[src/rtl/ms_mpu_pkg.sv]
// ms_mpu_pkg: shared encodings and region word layout for the ms_mpu_unit MPU.
//   kind encodings  : access kind carried on AReqKind / AMemKind / AFaultKind
//   cause encodings : fault cause reported on AFaultCause
//   region_t        : 64-bit region word, field order fixes the bit positions
//   shift constants : address granularity shifts (4 KiB / 16 B)
package ms_mpu_pkg;

  localparam int unsigned ADDR_W    = 32;
  localparam int unsigned WORD_W    = 64;
  localparam int unsigned FIELD_W   = 20;
  localparam int unsigned SHIFT_4K  = 12;
  localparam int unsigned SHIFT_16B = 4;

  localparam logic [1:0] KIND_NONE  = 2'd0;
  localparam logic [1:0] KIND_READ  = 2'd1;
  localparam logic [1:0] KIND_WRITE = 2'd2;
  localparam logic [1:0] KIND_EXEC  = 2'd3;

  localparam logic [1:0] CAUSE_NONE = 2'd0;
  localparam logic [1:0] CAUSE_MISS = 2'd1;
  localparam logic [1:0] CAUSE_PERM = 2'd2;

  // Bit positions: gran[63] x[62] w[61] r[60] base[59:40] lim[39:20] start[19:0]
  typedef struct packed {
    logic               gran;
    logic               x;
    logic               w;
    logic               r;
    logic [FIELD_W-1:0] base;
    logic [FIELD_W-1:0] lim;
    logic [FIELD_W-1:0] start;
  } region_t;

  // Permission bit that the given access kind requires
  function automatic logic perm_for_kind(input region_t rgn, input logic [1:0] kind);
    logic ok;
    ok = 1'b0;
    case (kind)
      KIND_READ:  ok = rgn.r;
      KIND_WRITE: ok = rgn.w;
      KIND_EXEC:  ok = rgn.x;
      default:    ok = 1'b0;
    endcase
    return ok;
  endfunction

endpackage

[src/rtl/ms_mpu_region.sv]
// ms_mpu_region: combinational compare of one address against one region word.
//   i_region  : 64-bit region word (ms_mpu_pkg::region_t layout)
//   i_addr    : CPU virtual address
//   i_kind    : access kind
//   o_in_use  : region is configured (lim != 0)
//   o_hit     : region in use and start <= compare value < lim
//   o_perm_ok : region grants the permission required by i_kind
//   o_offset  : relocation offset to add to the address
module ms_mpu_region
  import ms_mpu_pkg::*;
(
  input  logic [WORD_W-1:0] i_region,
  input  logic [ADDR_W-1:0] i_addr,
  input  logic [1:0]        i_kind,
  output logic              o_in_use,
  output logic              o_hit,
  output logic              o_perm_ok,
  output logic [ADDR_W-1:0] o_offset
);

  region_t            w_rgn;
  logic [FIELD_W-1:0] w_cmp;

  assign w_rgn = region_t'(i_region);

  // Compare value: page number for 4 KiB granularity, 16 B block index otherwise
  assign w_cmp = w_rgn.gran ? FIELD_W'(i_addr >> SHIFT_4K)
                            : FIELD_W'(i_addr >> SHIFT_16B);

  assign o_in_use  = |w_rgn.lim;
  assign o_hit     = o_in_use && (w_cmp >= w_rgn.start) && (w_cmp < w_rgn.lim);
  assign o_perm_ok = perm_for_kind(w_rgn, i_kind);
  assign o_offset  = w_rgn.gran ? (ADDR_W'(w_rgn.base) << SHIFT_4K)
                                : (ADDR_W'(w_rgn.base) << SHIFT_16B);

endmodule

[src/rtl/ms_mpu_unit.sv]
// ms_mpu_unit: registered relocating MPU between a core request port and the
// memory/peripheral decoder.
//   AClkH/AResetH/AClkHEn          : clock, async active-high reset, clock enable
//   ACfgWrEn/ACfgWrIdx/ACfgMosi    : region word write port
//   ACfgRdIdx/ACfgMiso             : combinational region word read-back
//   AReqAddr/AReqKind/AReqValid/AReqReady : request side
//   AMemAddr/AMemKind/AMemValid/AMemReady : one-deep translated output stage
//   AReqErr                        : pulse, previous accepted request faulted
//   AFault/AFaultAddr/AFaultKind/AFaultCause/AFaultOvf/AFaultClr : sticky fault capture
module ms_mpu_unit
  import ms_mpu_pkg::*;
#(
  parameter int unsigned CRegionCnt = 4,
  parameter int unsigned CIdxBits   = 4
) (
  input  logic                AClkH,
  input  logic                AResetH,
  input  logic                AClkHEn,
  input  logic                ACfgWrEn,
  input  logic [CIdxBits-1:0] ACfgWrIdx,
  input  logic [WORD_W-1:0]   ACfgMosi,
  input  logic [CIdxBits-1:0] ACfgRdIdx,
  output logic [WORD_W-1:0]   ACfgMiso,
  input  logic [ADDR_W-1:0]   AReqAddr,
  input  logic [1:0]          AReqKind,
  input  logic                AReqValid,
  output logic                AReqReady,
  output logic [ADDR_W-1:0]   AMemAddr,
  output logic [1:0]          AMemKind,
  output logic                AMemValid,
  input  logic                AMemReady,
  output logic                AReqErr,
  output logic                AFault,
  output logic [ADDR_W-1:0]   AFaultAddr,
  output logic [1:0]          AFaultKind,
  output logic [1:0]          AFaultCause,
  output logic [7:0]          AFaultOvf,
  input  logic                AFaultClr
);

  logic [WORD_W-1:0] r_region [CRegionCnt];

  logic              r_mem_valid;
  logic [ADDR_W-1:0] r_mem_addr;
  logic [1:0]        r_mem_kind;
  logic              r_req_err;
  logic              r_fault;
  logic [ADDR_W-1:0] r_fault_addr;
  logic [1:0]        r_fault_kind;
  logic [1:0]        r_fault_cause;
  logic [7:0]        r_fault_ovf;

  logic [CRegionCnt-1:0] w_use;
  logic [CRegionCnt-1:0] w_hit;
  logic [CRegionCnt-1:0] w_perm;
  logic [ADDR_W-1:0]     w_off [CRegionCnt];

  logic              w_any_use;
  logic              w_any_hit;
  logic              w_win_perm;
  logic [ADDR_W-1:0] w_win_off;
  logic              w_fault;
  logic [1:0]        w_cause;
  logic [ADDR_W-1:0] w_xaddr;
  logic              w_ready;
  logic              w_accept;
  logic              w_drain;
  logic [WORD_W-1:0] w_miso;

  // Per-region compare
  for (genvar g = 0; g < CRegionCnt; g++) begin : g_rgn
    ms_mpu_region u_rgn (
      .i_region  (r_region[g]),
      .i_addr    (AReqAddr),
      .i_kind    (AReqKind),
      .o_in_use  (w_use[g]),
      .o_hit     (w_hit[g]),
      .o_perm_ok (w_perm[g]),
      .o_offset  (w_off[g])
    );
  end

  // Priority encoder: scanning downwards lets the lowest hitting index win
  always_comb begin
    w_any_use  = 1'b0;
    w_any_hit  = 1'b0;
    w_win_perm = 1'b0;
    w_win_off  = '0;
    for (int i = int'(CRegionCnt) - 1; i >= 0; i--) begin
      w_any_use = w_any_use | w_use[i];
      if (w_hit[i]) begin
        w_any_hit  = 1'b1;
        w_win_perm = w_perm[i];
        w_win_off  = w_off[i];
      end
    end
  end

  // Bypass (no region in use) never faults and adds a zero offset
  assign w_fault = w_any_use && (!w_any_hit || !w_win_perm);
  assign w_cause = w_any_hit ? CAUSE_PERM : CAUSE_MISS;
  assign w_xaddr = AReqAddr + w_win_off;

  assign w_ready  = !r_mem_valid || AMemReady;
  assign w_accept = AReqValid && w_ready && (AReqKind != KIND_NONE) && AClkHEn;
  assign w_drain  = r_mem_valid && AMemReady;

  // Combinational read-back; out-of-range indices read as zero
  always_comb begin
    w_miso = '0;
    for (int i = 0; i < int'(CRegionCnt); i++) begin
      if (ACfgRdIdx == CIdxBits'(i)) w_miso = r_region[i];
    end
  end

  // Region configuration; out-of-range write indices match nothing
  always_ff @(posedge AClkH or posedge AResetH) begin
    if (AResetH) begin
      for (int i = 0; i < int'(CRegionCnt); i++) r_region[i] <= '0;
    end else if (AClkHEn && ACfgWrEn) begin
      for (int i = 0; i < int'(CRegionCnt); i++) begin
        if (ACfgWrIdx == CIdxBits'(i)) r_region[i] <= ACfgMosi;
      end
    end
  end

  // Output stage and error pulse
  always_ff @(posedge AClkH or posedge AResetH) begin
    if (AResetH) begin
      r_mem_valid <= 1'b0;
      r_mem_addr  <= '0;
      r_mem_kind  <= KIND_NONE;
      r_req_err   <= 1'b0;
    end else if (AClkHEn) begin
      r_req_err <= w_accept && w_fault;
      if (w_accept && !w_fault) begin
        r_mem_valid <= 1'b1;
        r_mem_addr  <= w_xaddr;
        r_mem_kind  <= AReqKind;
      end else if (w_drain) begin
        r_mem_valid <= 1'b0;
      end
    end
  end

  // Sticky fault capture; a clear in the same cycle as a fault re-arms first capture
  always_ff @(posedge AClkH or posedge AResetH) begin
    if (AResetH) begin
      r_fault       <= 1'b0;
      r_fault_addr  <= '0;
      r_fault_kind  <= KIND_NONE;
      r_fault_cause <= CAUSE_NONE;
      r_fault_ovf   <= '0;
    end else if (AClkHEn) begin
      if (w_accept && w_fault && (!r_fault || AFaultClr)) begin
        r_fault       <= 1'b1;
        r_fault_addr  <= AReqAddr;
        r_fault_kind  <= AReqKind;
        r_fault_cause <= w_cause;
        r_fault_ovf   <= '0;
      end else if (AFaultClr) begin
        r_fault       <= 1'b0;
        r_fault_addr  <= '0;
        r_fault_kind  <= KIND_NONE;
        r_fault_cause <= CAUSE_NONE;
        r_fault_ovf   <= '0;
      end else if (w_accept && w_fault && (r_fault_ovf != 8'hFF)) begin
        r_fault_ovf <= r_fault_ovf + 8'd1;
      end
    end
  end

  assign ACfgMiso    = w_miso;
  assign AReqReady   = w_ready;
  assign AMemValid   = r_mem_valid;
  assign AMemAddr    = r_mem_addr;
  assign AMemKind    = r_mem_kind;
  assign AReqErr     = r_req_err;
  assign AFault      = r_fault;
  assign AFaultAddr  = r_fault_addr;
  assign AFaultKind  = r_fault_kind;
  assign AFaultCause = r_fault_cause;
  assign AFaultOvf   = r_fault_ovf;

endmodule

[config.mk]
export PLATFORM = sky130hd
export DESIGN_NAME = ms_mpu_unit
export DESIGN_NICKNAME = d
export VERILOG_FILES = /design/src/rtl/ms_mpu_pkg.sv /design/src/rtl/ms_mpu_region.sv /design/src/rtl/ms_mpu_unit.sv
export SDC_FILE = /design/constraint.sdc
export NUM_CORES = 1
export LEC_CHECK = 0
export BUFFER_PORTS_ARGS = -buffer_cell sky130_fd_sc_hd__clkbuf_2
export CORE_ASPECT_RATIO = 0.6
export CORE_UTILIZATION = 41
export CTS_CLUSTER_DIAMETER = 50
export DETAILED_ROUTE_END_ITERATION = 6
export GPL_TIMING_DRIVEN = 0
export HOLD_SLACK_MARGIN = 0.06
export SETUP_SLACK_MARGIN = 0.15
export SYNTH_ARGS = -nofsm -noshare
export SYNTH_HDL_FRONTEND = slang
export SYNTH_SLANG_ARGS = --single-unit
[constraint.sdc]
create_clock -name AClkH -period 16.86 [get_ports AClkH]
set_clock_uncertainty 0.1 [all_clocks]
set_input_delay 1.686 -clock AClkH [delete_from_list [all_inputs] [get_ports AClkH]]
set_output_delay 1.686 -clock AClkH [all_outputs]
set_load 0.005 [all_outputs]
=== Word-level counts from Yosys, hierarchy flattened ===
Cells that the tools add are included.

* Add/subtract/negate cells: 2
* Eq/ne operators: 10
* Mux-type cells: 41
* Reductions and logical operators: 44
* Bitwise logic cells: 3
* $lt $le $gt $ge: 8

{| class="wikitable"
|+ Operators by type and width
! cell !! count
|-
| 32-bit two-way mux || 10
|-
| 64-bit two-way mux || 4
|-
| 20-bit >= comparator || 4
|-
| 20-bit < comparator || 4
|-
| 20-bit two-way mux || 4
|-
| 20-bit OR reduction || 4
|-
| 32-bit adder || 1
|-
| 8-bit two-way mux || 3
|-
| 1-bit logical AND || 18
|-
| 4-bit by 2-bit equality test with 1-bit output (second input constant) || 4
|-
| 2-bit AND reduction || 8
|-
| 1-bit two-way mux || 12
|-
| 1-bit one-hot mux with 3 select lines || 4
|-
| 8-bit by 1-bit adder with 8-bit output (second input constant) || 1
|-
| 4-bit by 1-bit equality test with 1-bit output (second input constant) || 2
|-
| 4-bit logical NOT || 2
|-
| 2-bit two-way mux || 4
|-
| 8-bit inequality test (second input constant) || 1
|-
| 2-bit nonzero test || 3
|-
| 1-bit logical NOT || 5
|-
| 2-bit equality test (second input constant) || 2
|-
| 1-bit logical OR || 3
|-
| 1-bit OR || 3
|-
| 3-bit nonzero test || 1
|-
| 2-bit by 1-bit equality test with 1-bit output (second input constant) || 1
|}

* Bits of input ports: 113
* Output and inout bits: 146
* Register bits after elaboration: 337

=== Longest topological paths before layout ===
Gate-level depths: netlist of the first run.

* Word-level depth: 16
* Gate-level depth with buffers: 28

=== Modules after synthesis ===
Synthesis of the first run repeated with hierarchy kept, for this count alone.

* Cells, all modules: 2165
* Area total of the unflattened synthesis: 22552.9 µm²

{| class="wikitable"
|+ Modules (own cells, without submodules)
! module !! cells each !! area an instance (µm²) !! instances !! sequential area each (µm²)
|-
| ms_mpu_unit || 1348 || 16372.0 || 1 || 8433.1
|-
| ms_mpu_region (g_rgn[0].u_rgn ...) || 205 || 1551.5 || 2 || 0.0
|-
| ms_mpu_region (g_rgn[3].u_rgn) || 205 || 1549.0 || 1 || 0.0
|-
| ms_mpu_region (g_rgn[2].u_rgn) || 202 || 1529.0 || 1 || 0.0
|}

=== Worst setup path before layout of the first run ===
No wires, ideal clock.

* Kind: input to register
* From: input AReqAddr[25]
* To: register r_mem_addr[26], in the netlist AMemAddr[26]
* Setup time: 125 ps
* Arrival time: 6626 ps
* Required time: 16635 ps
* Path slack: 10010 ps
* Stages on the path: 23
* Path through: mux2_2 > ha_1 > a21o_1 > a211o_1 > a2111oi_0 > a31oi_1 > nor4bb_1 > clkbuf_1 > clkbuf_1 > clkbuf_1 > o21ai_0 > ha_1 > inv_1 > fa_1 > nor2b_1 > o31a_1 > a211o_1 > o211ai_1 > a31oi_1 > a311o_1 > a21oi_1 > xnor2_1 > mux2_2

* Cells in the longest elaborated chain, start to end: 14
* Elaborated cells on any way between the ends: 40
* Those cells by class: add/sub (1); order compare (8); mux (16); reduce/logical (15)

{| class="wikitable"
|+ Ends and longest elaborated chain
! element !! line !! source
|-
| start, declared || ms_mpu_unit.sv:24 || <nowiki>input logic [ADDR_W-1:0] AReqAddr,</nowiki>
|-
| parallel branches: the longest is 14 deep, another holds 32-bit adder || -- ||
|-
| end signal, assigned || ms_mpu_unit.sv:138 || <nowiki>r_mem_addr <= w_xaddr;</nowiki>
|-
| end, declared || ms_mpu_unit.sv:44 || <nowiki>logic [ADDR_W-1:0] r_mem_addr;</nowiki>
|}

Parallel ways; which one is timed is not known.
A chain may end at the register's enable or synchronous reset.

=== Worst setup path in the final report of the first run ===
* From: register r_region[127] (netlist bit)
* To: register r_mem_addr[26], in the netlist AMemAddr[26]

* Cells in the longest elaborated chain, start to end: 13
* Elaborated cells on any way between the ends: 23
* Those cells by class: add/sub (1); order compare (2); mux (11); reduce/logical (9)

{| class="wikitable"
|+ Ends and longest elaborated chain
! element !! line !! source
|-
| start, declared || ms_mpu_unit.sv:41 || <nowiki>logic [WORD_W-1:0] r_region [CRegionCnt];</nowiki>
|-
| start signal, assigned by index || ms_mpu_unit.sv:122 || <nowiki>if (ACfgWrIdx == CIdxBits'(i)) r_region[i] <= ACfgMosi;</nowiki>
|-
| parallel branches: the longest is 13 deep, another holds 32-bit adder || -- ||
|}

Parallel ways; which one is timed is not known.

==> results of run 1 <==
worst paths after layout:
check	slack, ns	to	startpoint	cells past startpoint
worst max register to register	7.76	AMemAddr[26]	r_region[127]	26
min in group asynchronous	1.01	r_region[156]	AResetH	2
worst min-delay path	0.39	AReqErr	AReqErr	1
max in group asynchronous	14.24	r_region[138]	AResetH	4
worst min register to register	0.39	AReqErr	AReqErr	1
worst max-delay path	7.76	AMemAddr[26]	r_region[127]	26
cell type report:
cell class,count,area share
plain buffers,106,0.01764
clock buffers,50,0.04033
well taps,714,0.03404
repair buffers,258,0.05177
flip-flops and latches,337,0.3213
multi-input cells,1468,0.4968
inverters,186,0.02689
clock inverters,19,0.01125
metal layers:
layer | part of all wire | wire length (um) | track usage | vias up
met5 | 0.0016 | 145 | 0.01809 | -
met4 | 0.020 | 1774 | 0.06452 | 7
met1 | 0.49 | 43840 | 0.4990 | 9725
li1 | - | - | - | 8300
met2 | 0.38 | 33440 | 0.3995 | 1036
met3 | 0.11 | 9461 | 0.08692 | 102
registers in the layout (all words and copies together), names as in the netlist:
signal	flops
r_region	256
AMemKind	2
AFaultAddr	32
AFaultCause	2
AMemAddr	32
AFaultKind	2
AFault	1
AReqErr	1
AFaultOvf	8
AMemValid	1
metrics by stage:
step / setup WS, ns / area, sq um
4_1_cts: 8.180 / 26250
6_report: 7.765 / 26250
2_1_floorplan: 5.736 / 22630
3_5_place_dp: 7.932 / 24890
5_1_grt: 7.456 / 26250
3_3_place_gp: 2.130 / 24800
cell usage after synthesis, drive strengths merged, types with 13 or more instances:
library cell,count
xnor2,14
and3,14
nor4,26
inv,186
a21oi,79
o21ai,145
nor2b,72
nor2,51
nand3,34
a21o,33
dfrtp,337
nand4,13
a22o,36
mux2i,42
ha,184
clkbuf,74
buf,32
mux2,336
mux4,64
a211oi,13
nand2,132
a31oi,14
o22ai,16
nor3,13
cell families (layout without fill, tap and decap cells):
logic type / after synthesis / after routing / share of synthesized area
flip-flops: 337 / 337 / 0.3726
adder cells (fa/ha/maj): 185 / 185 / 0.1026
XOR/XNOR: 17 / 17 / 0.006580
AND/OR/NAND/NOR: 400 / 400 / 0.09084
multiplexers: 442 / 442 / 0.2536
AO/OA/AOI/OAI: 424 / 424 / 0.1224
buffers and inverters: 292 / 619 / 0.05131
cell usage in the layout (no fill, tap or decap), types with 17 or more instances in the layout:
cell	Yosys	routed
o21ai_0	144	144
clkbuf_16	0	40
buf_1	17	17
inv_1	186	185
mux4_2	64	64
ha_1	184	184
a21o_1	33	33
nor2_1	51	51
mux2_4	24	24
nand2_1	132	132
mux2i_1	41	41
nand3_1	34	34
nor2b_1	72	72
dfrtp_1	337	337
mux2_2	312	312
clkbuf_2	1	255
nor4_1	26	26
clkbuf_1	73	81
a21oi_1	78	78
a22o_1	36	36
power groups by stage:
| stage | registers (W) | clock network [W] | logic, W |
|---|---|---|---|
| floorplan | 0.00112 | 0 | 0.00100 |
| global placement | 0.00120 | 0 | 0.00147 |
| detailed placement | 0.00121 | 0 | 0.00150 |
| CTS | 0.00120 | 0.000923 | 0.00151 |
| global route | 0.00122 | 0.000955 | 0.00168 |
| finish | 0.00121 | 0.000909 | 0.00156 |
==> out/metrics.cfg, run 1 <==
[clocking]
clk_latency_ns=0.56
holdBufCountCts=0
cts-root-buf=clkbuf_16
htree_levels=2
path_clk_slew_ns=0.06
cts-resized-gates=0
cts_tree=built
cts_buffers=39
cts_setup_buffers=0
cts_buffer_depth=3
clkSinkCount=337

[yosys]
yosysSeqAreaShare=0.3726
synth.distinct_cells=75
yosysTopAreaCellShare=0.3726
synthArstFlopShare=1.000
avgSynthCellArea_sq_um=10.79
ys_top_cells_by_area=dfrtp_1, mux2_2, ha_1
synth.largest_area_cell=dfrtp_1
syn_inst=2097
syn_nets=2395
netlist_area_sq_um=22630
synth_seq_cells=337
synth_edf_count=0
ys.flop_type=dfrtp_1
yosysWarnings=0

[setup_path]
path_class=flop to flop
arrival_ns=9.44
crit_top_cell=o21ai_0
end_kind=flop
worst_setup_path_start_kind=flop
slowest_stage=o21ai_0
critical_path.top_delay_family=compound AO/OA/AOI/OAI gates
worstPathRequired_ns=17.20
path_buf_inv=4
critPathMaxFanout=10
slowest_delay_ns=1.13

[finish]
n_fill_cell=5047
antenna_cells=0
syn2layout_area_growth_pct=15.97
final_util=0.4830
seqCellArea_sq_um=8433
final_cells=3138
multi_input_area_sq_um=13040
layout-drive-gt1-share=0.3115
final_nets=2694

[sta]
fmax_mhz=109.9
setup_viol=0
timing.hold.ws_ns=0.3892
fin_tns_setup_ns=0
rsz0062_at_grt=false
tightest_slew_ns=1.419
min_period_ns=9.095
relSlewSlack=0.04373
finalHoldViolCount=0
report.final.slew_viol_count=0
post-route-period-util=0.5395

[flow_run]
maxCapViolCount=0

[global_routing]
grt_antenna_before_repair=4
grt_util_all_layers=0.3114
overflow=0
grt_max_degree=118
grt_pass1_wl_um=126900
grt_pass1_vias=18190

[floorplan]
die_y_um=184.0
pin_count=259
row_count=66
start_util=0.4165
die_x_um=305.3
core_sq_um=54340
die-area_sq_um=56170

[place]
finalWeightedCongestion=1.028
numPortBuffers=254
place_inst=3069
hpwl_um=71130

[pwr]
powerDensity_nw_per_um2=140.2
vdd_drop_max_v=0.00006938
p_sw_w=0.001461
p_total_w=0.003678
switching_share=0.3971
p_clk_frac=0.247
power.leakage_nw=12.14
p_int_w=0.002218
combinationalPowerShare=0.424
p_seq_frac=0.329

[drt]
ant_nets=0
drt_iter0_markers=2151
dr.pass1.iters=6
post_drt_wl_per_cell_um=28.25
finalWirelength_um=88660
num_vias=19170
avgViaCountPerCell=6.109
drc=0

[hold_path]
min_path_type=flop to flop

[outcome]
status=complete, no violations

Power figures use the tool's default switching activity.
==> inputs of run 2 (changes only) <==
==> constraint.sdc (replaced) <==
create_clock -name AClkH -period 7.6 [get_ports AClkH]
set_clock_uncertainty 0.1 [all_clocks]
set_input_delay 0.76 -clock AClkH [delete_from_list [all_inputs] [get_ports AClkH]]
set_output_delay 0.76 -clock AClkH [all_outputs]
set_load 0.005 [all_outputs]
==> run 2 against run 1 <==
Compared with the run above: first-iteration DRC count is 17% higher; maximum frequency rose by 23%; critical path depth is 1 lower; sequential power grew 120%; hold slack got worse by 0.21 ns; power grew 120%; largest cell class unchanged; critical path type unchanged; flip-flop and latch count unchanged; final area up 0.81%.
==> out/metrics.cfg, run 2 (synthesized netlist as in run 1, its figures left out) <==
[drt]
dr.pass1.iters=6
drt_iter0_markers=2511
avgViaCountPerCell=6.130
num_vias=19320
drc=0
ant_nets=0
finalWirelength_um=87690
post_drt_wl_per_cell_um=27.83

[finish]
largest-register=r_region
final_cell_mix=dfrtp_1, mux2_2, clkbuf_2
final_cells=3151
layout-drive-gt1-share=0.3265
syn2layout_area_growth_pct=16.91
layout_commonest_cell=dfrtp_1
largest_register_ff_count=256
final_nets=2702
final_util=0.4869

[sta]
setup_viol=0
finalHoldViolCount=0
fmax_mhz=135.4
tightest_slew_ns=1.323
min_period_ns=7.384
post-route-period-util=0.9716
timing.hold.ws_ns=0.1768
rsz0062_at_grt=true
relSlewSlack=0.1177
report.final.slew_viol_count=0
setup_slack_ns=0.2156

[clocking]
htree_levels=2
cts_buffer_depth=3
cts-root-buf=clkbuf_16
cts_buffers=40
path_clk_slew_ns=0.06
cts_tree=built
holdBufCountCts=0
clk_latency_ns=0.58
clkSinkCount=337

[pwr]
vdd_drop_max_v=0.0001540
power.leakage_nw=12.30
p_total_w=0.008230
powerDensity_nw_per_um2=311.1

[setup_path]
arrival_ns=7.76
rr_startpoint=r_region[127]
worstPathRequired_ns=7.97
cp-startpoint=r_region[127]
end_kind=flop
worst_setup_path_start_kind=flop
path_class=flop to flop
critPathMaxFanout=10

[place]
post-place-ws_ns=-1.061
place_inst=3074
hpwl_um=70170
numPortBuffers=254
finalWeightedCongestion=1.025

[outcome]
status=complete, no violations

[floorplan]
die-area_sq_um=56170
die_y_um=184.0
start_util=0.4165
die_x_um=305.3
pin_count=259
row_count=66
core_sq_um=54340

[global_routing]
overflow=0
grt_pass1_vias=18240
grt_antenna_before_repair=4
grt_pass1_wl_um=126200
grt_util_all_layers=0.3079
grt_max_degree=45

[flow_run]
maxCapViolCount=0

[hold_path]
min_path_type=input pin to async pin

[run 2: where the power goes]
group / internal (W) / total (W) / leakage (nW) / switching [W]
clock network: 0.00121 / 0.00207 / 0.679 / 0.000862
registers: 0.00221 / 0.00268 / 4.24 / 0.000470
logic: 0.00153 / 0.00347 / 7.37 / 0.00195
[run 2: worst max-delay path: stages, from the launching register on]
cell and delay, ns:
dfrtp_1 0.35, buf_6 0.19, clkbuf_4 0.32, clkbuf_2 0.34
mux2_2 0.45, ha_1 0.31, and3_1 0.23, nand4_1 0.21
o22ai_1 0.15, nor4b_4 0.43, nand2_1 0.31, nand2_1 0.24
clkbuf_2 0.31, o22ai_1 0.13, o21ai_0 0.49, o21ai_0 0.27
ha_1 0.41, a21o_1 0.21, a21o_1 0.19, a21oi_1 0.27
nor2_1 0.11, a211o_1 0.28, a211o_1 0.35, a41o_1 0.29
a21o_1 0.16, a31oi_1 0.16
[run 2: cell type report]
cell class / count / area (sq um)
diodes: 2 / 5.005
plain buffers: 104 / 490.5
clock buffers: 48 / 1041
clock inverters: 25 / 346.6
fillers: 5017 / 27880
inverters: 186 / 701.9
multi-input cells: 1468 / 13080
flip-flops and latches: 337 / 8433
well taps: 714 / 893.4
repair buffers: 267 / 1466
[run 2: repair_timing]
action / CTS / global route
gates cloned: 0 / 0
resized for setup: 22 / 32
buffers inserted: 2 / 2
endpoints found under the setup margin: 21 / 11
pin swaps: 2 / 4
[run 2: path summary, 6_finish.rpt]
check,endpoint,slack [ns],cells past startpoint
setup / recovery,AMemAddr[31],0.22,25
hold / removal,r_region[163],0.18,2
setup reg to reg,AMemAddr[31],0.22,25
hold reg to reg,AMemValid,0.41,1
max in group asynchronous,AMemAddr[1],5.67,6
min in group AClkH,AFaultAddr[0],0.34,2
[run 2: metrics by stage]
| step | TNS (ns) | instance area [sq um] |
|---|---|---|
| 2_1_floorplan | 0 | 22630 |
| 3_3_place_gp | -7.757 | 24800 |
| 3_5_place_dp | -10.46 | 24970 |
| 4_1_cts | 0 | 26390 |
| 5_1_grt | 0 | 26450 |
| 6_report | 0 | 26460 |
[run 2: layer usage]
metal	track usage	part of all wire	vias up
met4	0.05588	0.018	10
met5	0	0.00092	-
li1	-	-	8326
met3	0.09383	0.12	125
met1	0.4892	0.48	9757
met2	0.3995	0.38	1098
